===== config.mk =====
export PLATFORM = sky130hd
export DESIGN_NAME = bin_to_bcd_seq
export DESIGN_NICKNAME = d
export VERILOG_FILES = /design/src/rtl/math_game_pkg.sv /design/src/rtl/bcd_adj3.sv /design/src/rtl/bin_to_bcd_seq.sv
export SDC_FILE = /design/constraint.sdc
export NUM_CORES = 1
export LEC_CHECK = 0
export BUFFER_PORTS_ARGS = -buffer_cell sky130_fd_sc_hd__buf_2
export CORE_ASPECT_RATIO = 1.1
export CORE_MARGIN = 1.5
export CORE_UTILIZATION = 40
export CTS_CLUSTER_DIAMETER = 200
export DETAILED_ROUTE_END_ITERATION = 7
export SETUP_SLACK_MARGIN = 0.5
export SLEW_MARGIN = 40
export SYNTH_ARGS = -nofsm -noshare
export SYNTH_HDL_FRONTEND = slang
export SYNTH_SLANG_ARGS = --single-unit

===== constraint.sdc =====
create_clock -name clk -period 1.75 [get_ports clk]
set_input_delay 0.175 -clock clk [delete_from_list [all_inputs] [get_ports clk]]
set_output_delay 0.175 -clock clk [all_outputs]
set_load 0.02 [all_outputs]

===== src/rtl/math_game_pkg.sv =====
// Shared types for the math game display path: BCD digit type, blank code and
// converter FSM states.
package math_game_pkg;

  typedef logic [3:0] bcd_t;

  // The 7-seg decoder turns this code into all segments off.
  localparam bcd_t BCD_BLANK = 4'hF;

  typedef enum logic [1:0] {
    IDLE,
    CONVERT,
    FORMAT
  } state_e;

  function automatic longint unsigned pow10(input int unsigned n);
    longint unsigned r;
    r = 64'd1;
    for (int unsigned i = 0; i < n; i++) begin
      r = r * 64'd10;
    end
    return r;
  endfunction

endpackage


===== src/rtl/bcd_adj3.sv =====
// Double-dabble digit correction: add 3 to a BCD digit that is 5 or more, so the
// following left shift carries into the next decade.
module bcd_adj3
  import math_game_pkg::*;
(
  input  bcd_t d_i,
  output bcd_t d_o
);

  assign d_o = (d_i >= 4'd5) ? d_i + 4'd3 : d_i;

endmodule


===== src/rtl/bin_to_bcd_seq.sv =====
// Sequential binary-to-BCD converter (shift-add-3) with start/done handshake,
// optional signed input and leading-zero blanking for the 7-seg digits.
module bin_to_bcd_seq
  import math_game_pkg::*;
#(
  parameter int unsigned WIDTH         = 8,
  parameter int unsigned DIGITS        = 3,
  parameter bit          SIGNED_IN     = 1'b0,
  parameter bit          BLANK_LEADING = 1'b1
) (
  input  logic                  clk,
  input  logic                  resetn,
  input  logic                  start,
  input  logic [WIDTH-1:0]      bin_in,
  output logic                  busy,
  output logic                  done,
  output logic [4*DIGITS-1:0]   digits,
  output logic                  negative
);

  localparam int unsigned     CntW     = $clog2(WIDTH + 1);
  localparam logic [CntW-1:0] LastIter = CntW'(WIDTH - 1);
  localparam longint unsigned MaxIn    = (64'd1 << WIDTH) - 64'd1;

  if (pow10(DIGITS) <= MaxIn) begin : g_param_check
    $error("bin_to_bcd_seq: DIGITS too small to represent 2**WIDTH-1");
  end

  state_e                state_q, state_d;
  logic [CntW-1:0]       cnt_q, cnt_d;
  logic [WIDTH-1:0]      bin_q, bin_d;
  logic [4*DIGITS-1:0]   bcd_q, bcd_d;
  logic                  sign_q, sign_d;
  logic [4*DIGITS-1:0]   digits_q, digits_d;
  logic                  neg_q, neg_d;
  logic                  done_q, done_d;

  logic [4*DIGITS-1:0]   bcd_adj;
  logic [4*DIGITS-1:0]   fmt;
  logic [WIDTH-1:0]      mag;
  logic                  in_neg;
  logic                  leading;

  for (genvar g = 0; g < DIGITS; g++) begin : g_adj
    bcd_adj3 u_adj (
      .d_i(bcd_q[4*g +: 4]),
      .d_o(bcd_adj[4*g +: 4])
    );
  end

  always_comb begin
    in_neg = SIGNED_IN ? bin_in[WIDTH-1] : 1'b0;
    mag    = in_neg ? -bin_in : bin_in;
  end

  // Blank zero digits from the top until the first nonzero; ones digit always shown.
  always_comb begin
    fmt     = bcd_q;
    leading = BLANK_LEADING;
    for (int i = DIGITS - 1; i >= 1; i--) begin
      if (leading && (bcd_q[4*i +: 4] == 4'd0)) begin
        fmt[4*i +: 4] = BCD_BLANK;
      end else begin
        leading = 1'b0;
      end
    end
  end

  always_comb begin
    state_d  = state_q;
    cnt_d    = cnt_q;
    bin_d    = bin_q;
    bcd_d    = bcd_q;
    sign_d   = sign_q;
    digits_d = digits_q;
    neg_d    = neg_q;
    done_d   = 1'b0;
    unique case (state_q)
      IDLE: begin
        if (start) begin
          bin_d   = mag;
          sign_d  = in_neg;
          bcd_d   = '0;
          cnt_d   = '0;
          state_d = CONVERT;
        end
      end
      CONVERT: begin
        {bcd_d, bin_d} = {bcd_adj, bin_q} << 1;
        cnt_d          = cnt_q + CntW'(1);
        if (cnt_q == LastIter) begin
          state_d = FORMAT;
        end
      end
      FORMAT: begin
        digits_d = fmt;
        neg_d    = sign_q;
        done_d   = 1'b1;
        state_d  = IDLE;
      end
      default: state_d = IDLE;
    endcase
  end

  always_ff @(posedge clk or negedge resetn) begin
    if (!resetn) begin
      state_q  <= IDLE;
      cnt_q    <= '0;
      bin_q    <= '0;
      bcd_q    <= '0;
      sign_q   <= 1'b0;
      digits_q <= '0;
      neg_q    <= 1'b0;
      done_q   <= 1'b0;
    end else begin
      state_q  <= state_d;
      cnt_q    <= cnt_d;
      bin_q    <= bin_d;
      bcd_q    <= bcd_d;
      sign_q   <= sign_d;
      digits_q <= digits_d;
      neg_q    <= neg_d;
      done_q   <= done_d;
    end
  end

  assign busy     = (state_q != IDLE);
  assign done     = done_q;
  assign digits   = digits_q;
  assign negative = neg_q;

endmodule


* After elaboration in Yosys (flattened, before gate mapping)
Cells that the tools add are included.
** Word-level totals
- Input bits :: 11
- Output and inout port bits :: 15
- Register bits :: 39
** Cells by class
- Eq/ne operators :: 5
- $add $sub $neg :: 4
- Order comparisons :: 3
- Muxes and demuxes :: 16
- Reductions and logical operators :: 8
** Operator list (number)
- 12-bit case mux with 2 select lines :: 1
- 4-bit 2-to-1 mux :: 5
- 8-bit case mux with 2 select lines :: 1
- 4-bit by 3-bit >= comparator with 1-bit output, second input constant :: 3
- 12-bit 2-to-1 mux :: 1
- 4-bit by 2-bit adder with 4-bit output, second input constant :: 2
- 4-bit logical NOT :: 2
- 8-bit 2-to-1 mux :: 1
- 4-bit case mux with 2 select lines :: 1
- 4-bit by 1-bit adder with 4-bit output, second input constant :: 1
- 4-bit by 3-bit equality test with 1-bit output, second input constant :: 1
- 2-bit 2-to-1 mux :: 2
- 2-bit inequality test, second input constant :: 2
- 2-bit case mux with 2 select lines :: 1
- 2-bit AND reduction :: 2
- 2-bit nonzero test :: 2
- 3-bit by 2-bit adder with 3-bit output, second input constant :: 1
- 3-bit 2-to-1 mux :: 1
- 2-bit by 1-bit equality test with 1-bit output, second input constant :: 1
- 2-bit equality test, second input constant :: 1
- 2-bit logical NOT :: 1
- 1-bit 2-to-1 mux :: 2
- 1-bit logical AND :: 1

* Logic depth before layout (Yosys ltp)
- Depth in word-level cells :: 4
- Mapped depth :: 5
- Depth with buffers taken out :: 5

* Modules after synthesis
A second synthesis with hierarchy kept.
** Unflattened totals
- Cells, all modules :: 204
- Area total of the unflattened synthesis :: 1979.4 um2
** By module, submodules not included
- bin_to_bcd_seq :: sequential area each 975.9 um2, instances 1, area an instance 1675.4 um2, cells an instance 156
- bcd_adj3 :: sequential area each 0.0 um2, instances 3, area an instance 101.3 um2, cells an instance 16

* Worst setup path after synthesis
Ideal clock, no wire load.
- Path type :: flip-flop to flip-flop
- Start point :: register bcd_q[4]
- End point :: register bcd_q[6]
- Slack :: 429 ps
- Required time :: 1646 ps
- Clock period less this slack :: 1321 ps
- Data arrival time :: 1217 ps
- Stages on the path, launching flop included :: 6
- Cell sequence :: dfrtp_1 > inv_1 > ha_1 > nor2b_1 > o21a_1 > o311ai_1
** Between the ends
- Cells in the longest elaborated chain, start to end :: 3
** Ends and longest elaborated chain
- from (decl) :: line bin_to_bcd_seq.sv:32 : logic [4*DIGITS-1:0] bcd_q, bcd_d;
- from (signal assigned) :: line bin_to_bcd_seq.sv:110 : bcd_q <= '0;
- from (signal assigned) :: line bin_to_bcd_seq.sv:119 : bcd_q <= bcd_d;
- 4-bit by 2-bit adder with 4-bit output or 4-bit by 3-bit >= comparator with 1-bit output (tied branches) :: line bcd_adj3.sv:10 : assign d_o = (d_i >= 4'd5) ? d_i + 4'd3 : d_i;
- 4-bit 2-to-1 mux (*) :: line bcd_adj3.sv:10
- 12-bit case mux with 2 select lines (*) :: line bin_to_bcd_seq.sv:78 : unique case (state_q)
Mark *: on every way between the ends. The rest lies on a longest branch, timed or not.
A chain may end at the register's enable or synchronous reset.

* Final worst setup path
- Start point :: register state_q[0]
- End point :: output busy
** Between the ends
- Cells in the longest elaborated chain, start to end :: 1
** Ends and longest elaborated chain
- from (decl) :: line bin_to_bcd_seq.sv:29 : state_e state_q, state_d;
- from (signal assigned) :: line bin_to_bcd_seq.sv:116 : state_q <= state_d;
- 2-bit nonzero test :: line bin_to_bcd_seq.sv:127 : assign busy = (state_q != IDLE);
- to (decl) :: line bin_to_bcd_seq.sv:15 : output logic busy,
No other way between the ends.

==> impl_metrics.csv <==
group,metric,value,unit
drt,drt-vias-per-instance,5.34,
synthesis,avgSynthCellArea,9.94,µm²
grt,antenna_found_initial,0,
cts,clockRootBuffer,"clkbuf_8",
placed_design,finalWeightedCongestion,0.817,
die,die_area,5270,µm²
worst_setup_path,cp.arrival,1.20,ns
cells_and_area,design_area,2820,µm²
cells_and_area,final_cell_mix,"dfrtp_1, nand2_1, buf_4, buf_2, buf_6",
cells_and_area,finalNetCount,280,
cts,cts_sinks,39,
die,start_util,0.417,
die,rows,26,
cts,numCtsBuffers,5,
placed_design,io_buffers,24,
sta,timing.fmax,728,MHz
synthesis,ys_ff_latch,39,
sta,min_period,1.37,ns
placed_design,dp_hpwl,2710,µm
cts,h-tree-depth,2,
cts,clkLatencyLatePin,0.29,ns
synthesis,synth_fp_nets,214,
hold_path,min_path_type,"in -> reg",
synthesis,synth_top_family_by_area,"compound AO/OA/AOI/OAI gates",
die,core-area,4650,µm²
placed_design,place_inst,269,
cts,clockBufferDepth,2,
synthesis,synth-adder-area-share,0.0516,
cells_and_area,fin_cells,316,
synthesis,syn-cell-area,1940,µm²
drt,wl,4750,µm
power,cellPowerDensity,1870,nW/µm²
drt,route.vias.total,1688,
power,clkPwrFrac,0.106,
cts,clk_pin_slew_worst_paths,0.07,ns
synthesis,synth_mux_area_frac,0.00581,
cells_and_area,fillers,389,
run_status,status,"completed",
drt,drt-initial-drc-count,70,
synthesis,synth_cell_type_count,41,
die,die_y,76.0,µm
grt,grt_max_degree,24,
power,cellLeakagePower,1.35,nW
power,p_int,3.16,mW
cells_and_area,final_common_cell,"dfrtp_1",
synthesis,yosysWarnings,0,
drt,ant_nets,0,
cells_and_area,diodes,0,
power,p_sw_frac,0.400,
synthesis,yosysSeqAreaShare,0.504,
grt,grt-ovfl-total,0,
worst_setup_path,crit_type,"reg -> out",
sta,worst_clock_skew,0.00509,ns
synthesis,synth-compound-area-share,0.227,
drt,wire_per_inst,15.0,µm
synthesis,async_flop_share,1.00,
die,pin_count,26,
worst_setup_path,cp_max_fo,4,
sta,setup_viol,0,
worst_setup_path,start_kind,"flop",
cells_and_area,drive_gt1_frac,0.435,
synthesis,synth-simple-area-share,0.142,
power,ir_drop,0.951,mV
power,p_sw,2.11,mW
die,die_w,69.4,µm
synthesis,synth_edf_count,0,
cells_and_area,syn_to_final_growth,45.4,%
drt,drt_first_pass_iters,4,
worst_setup_path,worstSetupEndpointType,"output port",
sta,rsz0062_at_grt,"true",
grt,grt_pass1_wl,7500,µm
drt,drc,0,
sta,hold_violations,0,
flow_run,drv_cap,0,
sta,timing.final.max_slew_violations,0,
placed_design,post_dp_cell_area,2140,µm²
worst_setup_path,cp.required,1.57,ns
grt,grt_pass1_vias,1614,
synthesis,synth_xor_area_frac,0.00452,
cts,cts_tree,"done",
synthesis,ys.flop_type,"dfrtp_1",
synthesis,synthCells,195,
grt,grtUsageTotal,0.176,
power,p_comb_frac,0.601,
sta,finalSetupTns,0,ns
power,seqPwrFrac,0.294,
sta,timing.final.crit_share,0.785,
-- logic make-up after synthesis --
family,after synthesis
AO/OA/AOI/OAI,65
AND/OR/NAND/NOR,54
flip-flops,39
buffers and inverters,26
adder cells (fa/ha/maj),8
other,1
XOR/XNOR,1
multiplexers,1
-- path summary, 6_finish.rpt --
check,start,end,slack [ns],cells after the start
max,state_q[0],busy,0.38,3
min,bin_in[2],bin_q[2],0.27,4
max reg2reg,state_q[0],bcd_q[5],0.39,5
min reg2reg,digits[8],digits[8],0.47,2
max in group asynchronous,resetn,state_q[1],0.93,3
min in group asynchronous,resetn,digits[3],0.35,2
-- synth_stat cells, drive strengths merged (4+ instances only) --
library cell  instances  area [µm²]
o2111ai               6        52.6
nor2                  6        22.5
nor2b                 4        25.0
buf                  11        66.3
and3b                 7        61.3
ha                    8         100
a31oi                 4        25.0
inv                  14        52.6
o311ai                4        35.0
nand2                29         109
dfrtp                39         976
o21ai                21         105
a21oi                10        50.1
-- per-layer routing --
metal	GRT usage	part of all wire	wire [µm]
met5	0	0	0
met4	0.0627	0.012	55
met3	0.0423	0.035	167
met2	0.289	0.51	2440
met1	0.226	0.44	2090
-- state kept, by name (all words and copies together) (netlist names) --
| name | cells |
|---|---|
| bcd_q | 12 |
| digits | 12 |
| bin_q | 8 |
| cnt_q | 4 |
| state_q | 2 |
| done | 1 |
-- critical path, cell delays in order, from the launching register on --
cell and delay, ns:
dfrtp_1 0.42, buf_6 0.14, or2_4 0.22, buf_6 0.13
-- final cells by class --
class | count | area, µm² | area share
flip-flops and latches | 39 | 977 | 0.347
multi-input cells | 131 | 1080 | 0.383
well taps | 56 | 70.1 | 0.0249
repair buffers | 70 | 566 | 0.201
inverters | 14 | 52.6 | 0.0186
clock buffers | 6 | 72.6 | 0.0257
-- through the flow --
step           power [mW]  setup WS (ns)  hold WS (ns)  utilization
3_5_place_dp         3.40          0.323         0.127        0.460
3_3_place_gp         3.36          0.367         0.132        0.460
5_1_grt              5.63          0.327         0.293        0.606
6_report             5.26          0.376         0.275        0.606
4_1_cts              4.52          0.395         0.278        0.539
2_1_floorplan        2.93          0.471        -0.121            -
-- power by group through the flow --
stage                     clock network [mW]  logic, mW  registers [mW]
final                                  0.556       3.16            1.55
after global routing                   0.604       3.42            1.60
after CTS                              0.564       2.44            1.52
after detailed placement                   0       1.84            1.56
after global placement                     0       1.81            1.55
after floorplan                            0       1.30            1.62
-- what timing repair did --
action / 4_1_cts / 5_1_grt
endpoints found under the hold margin: 16 / 0
endpoints found under the setup margin: 29 / 28
gates resized for setup: 26 / 40
hold buffers: 1 / 0
cloned: 1 / 2
setup buffers: 22 / 15
pin swaps: 12 / 12
No activity file was read; power rests on OpenSTA's default activity.
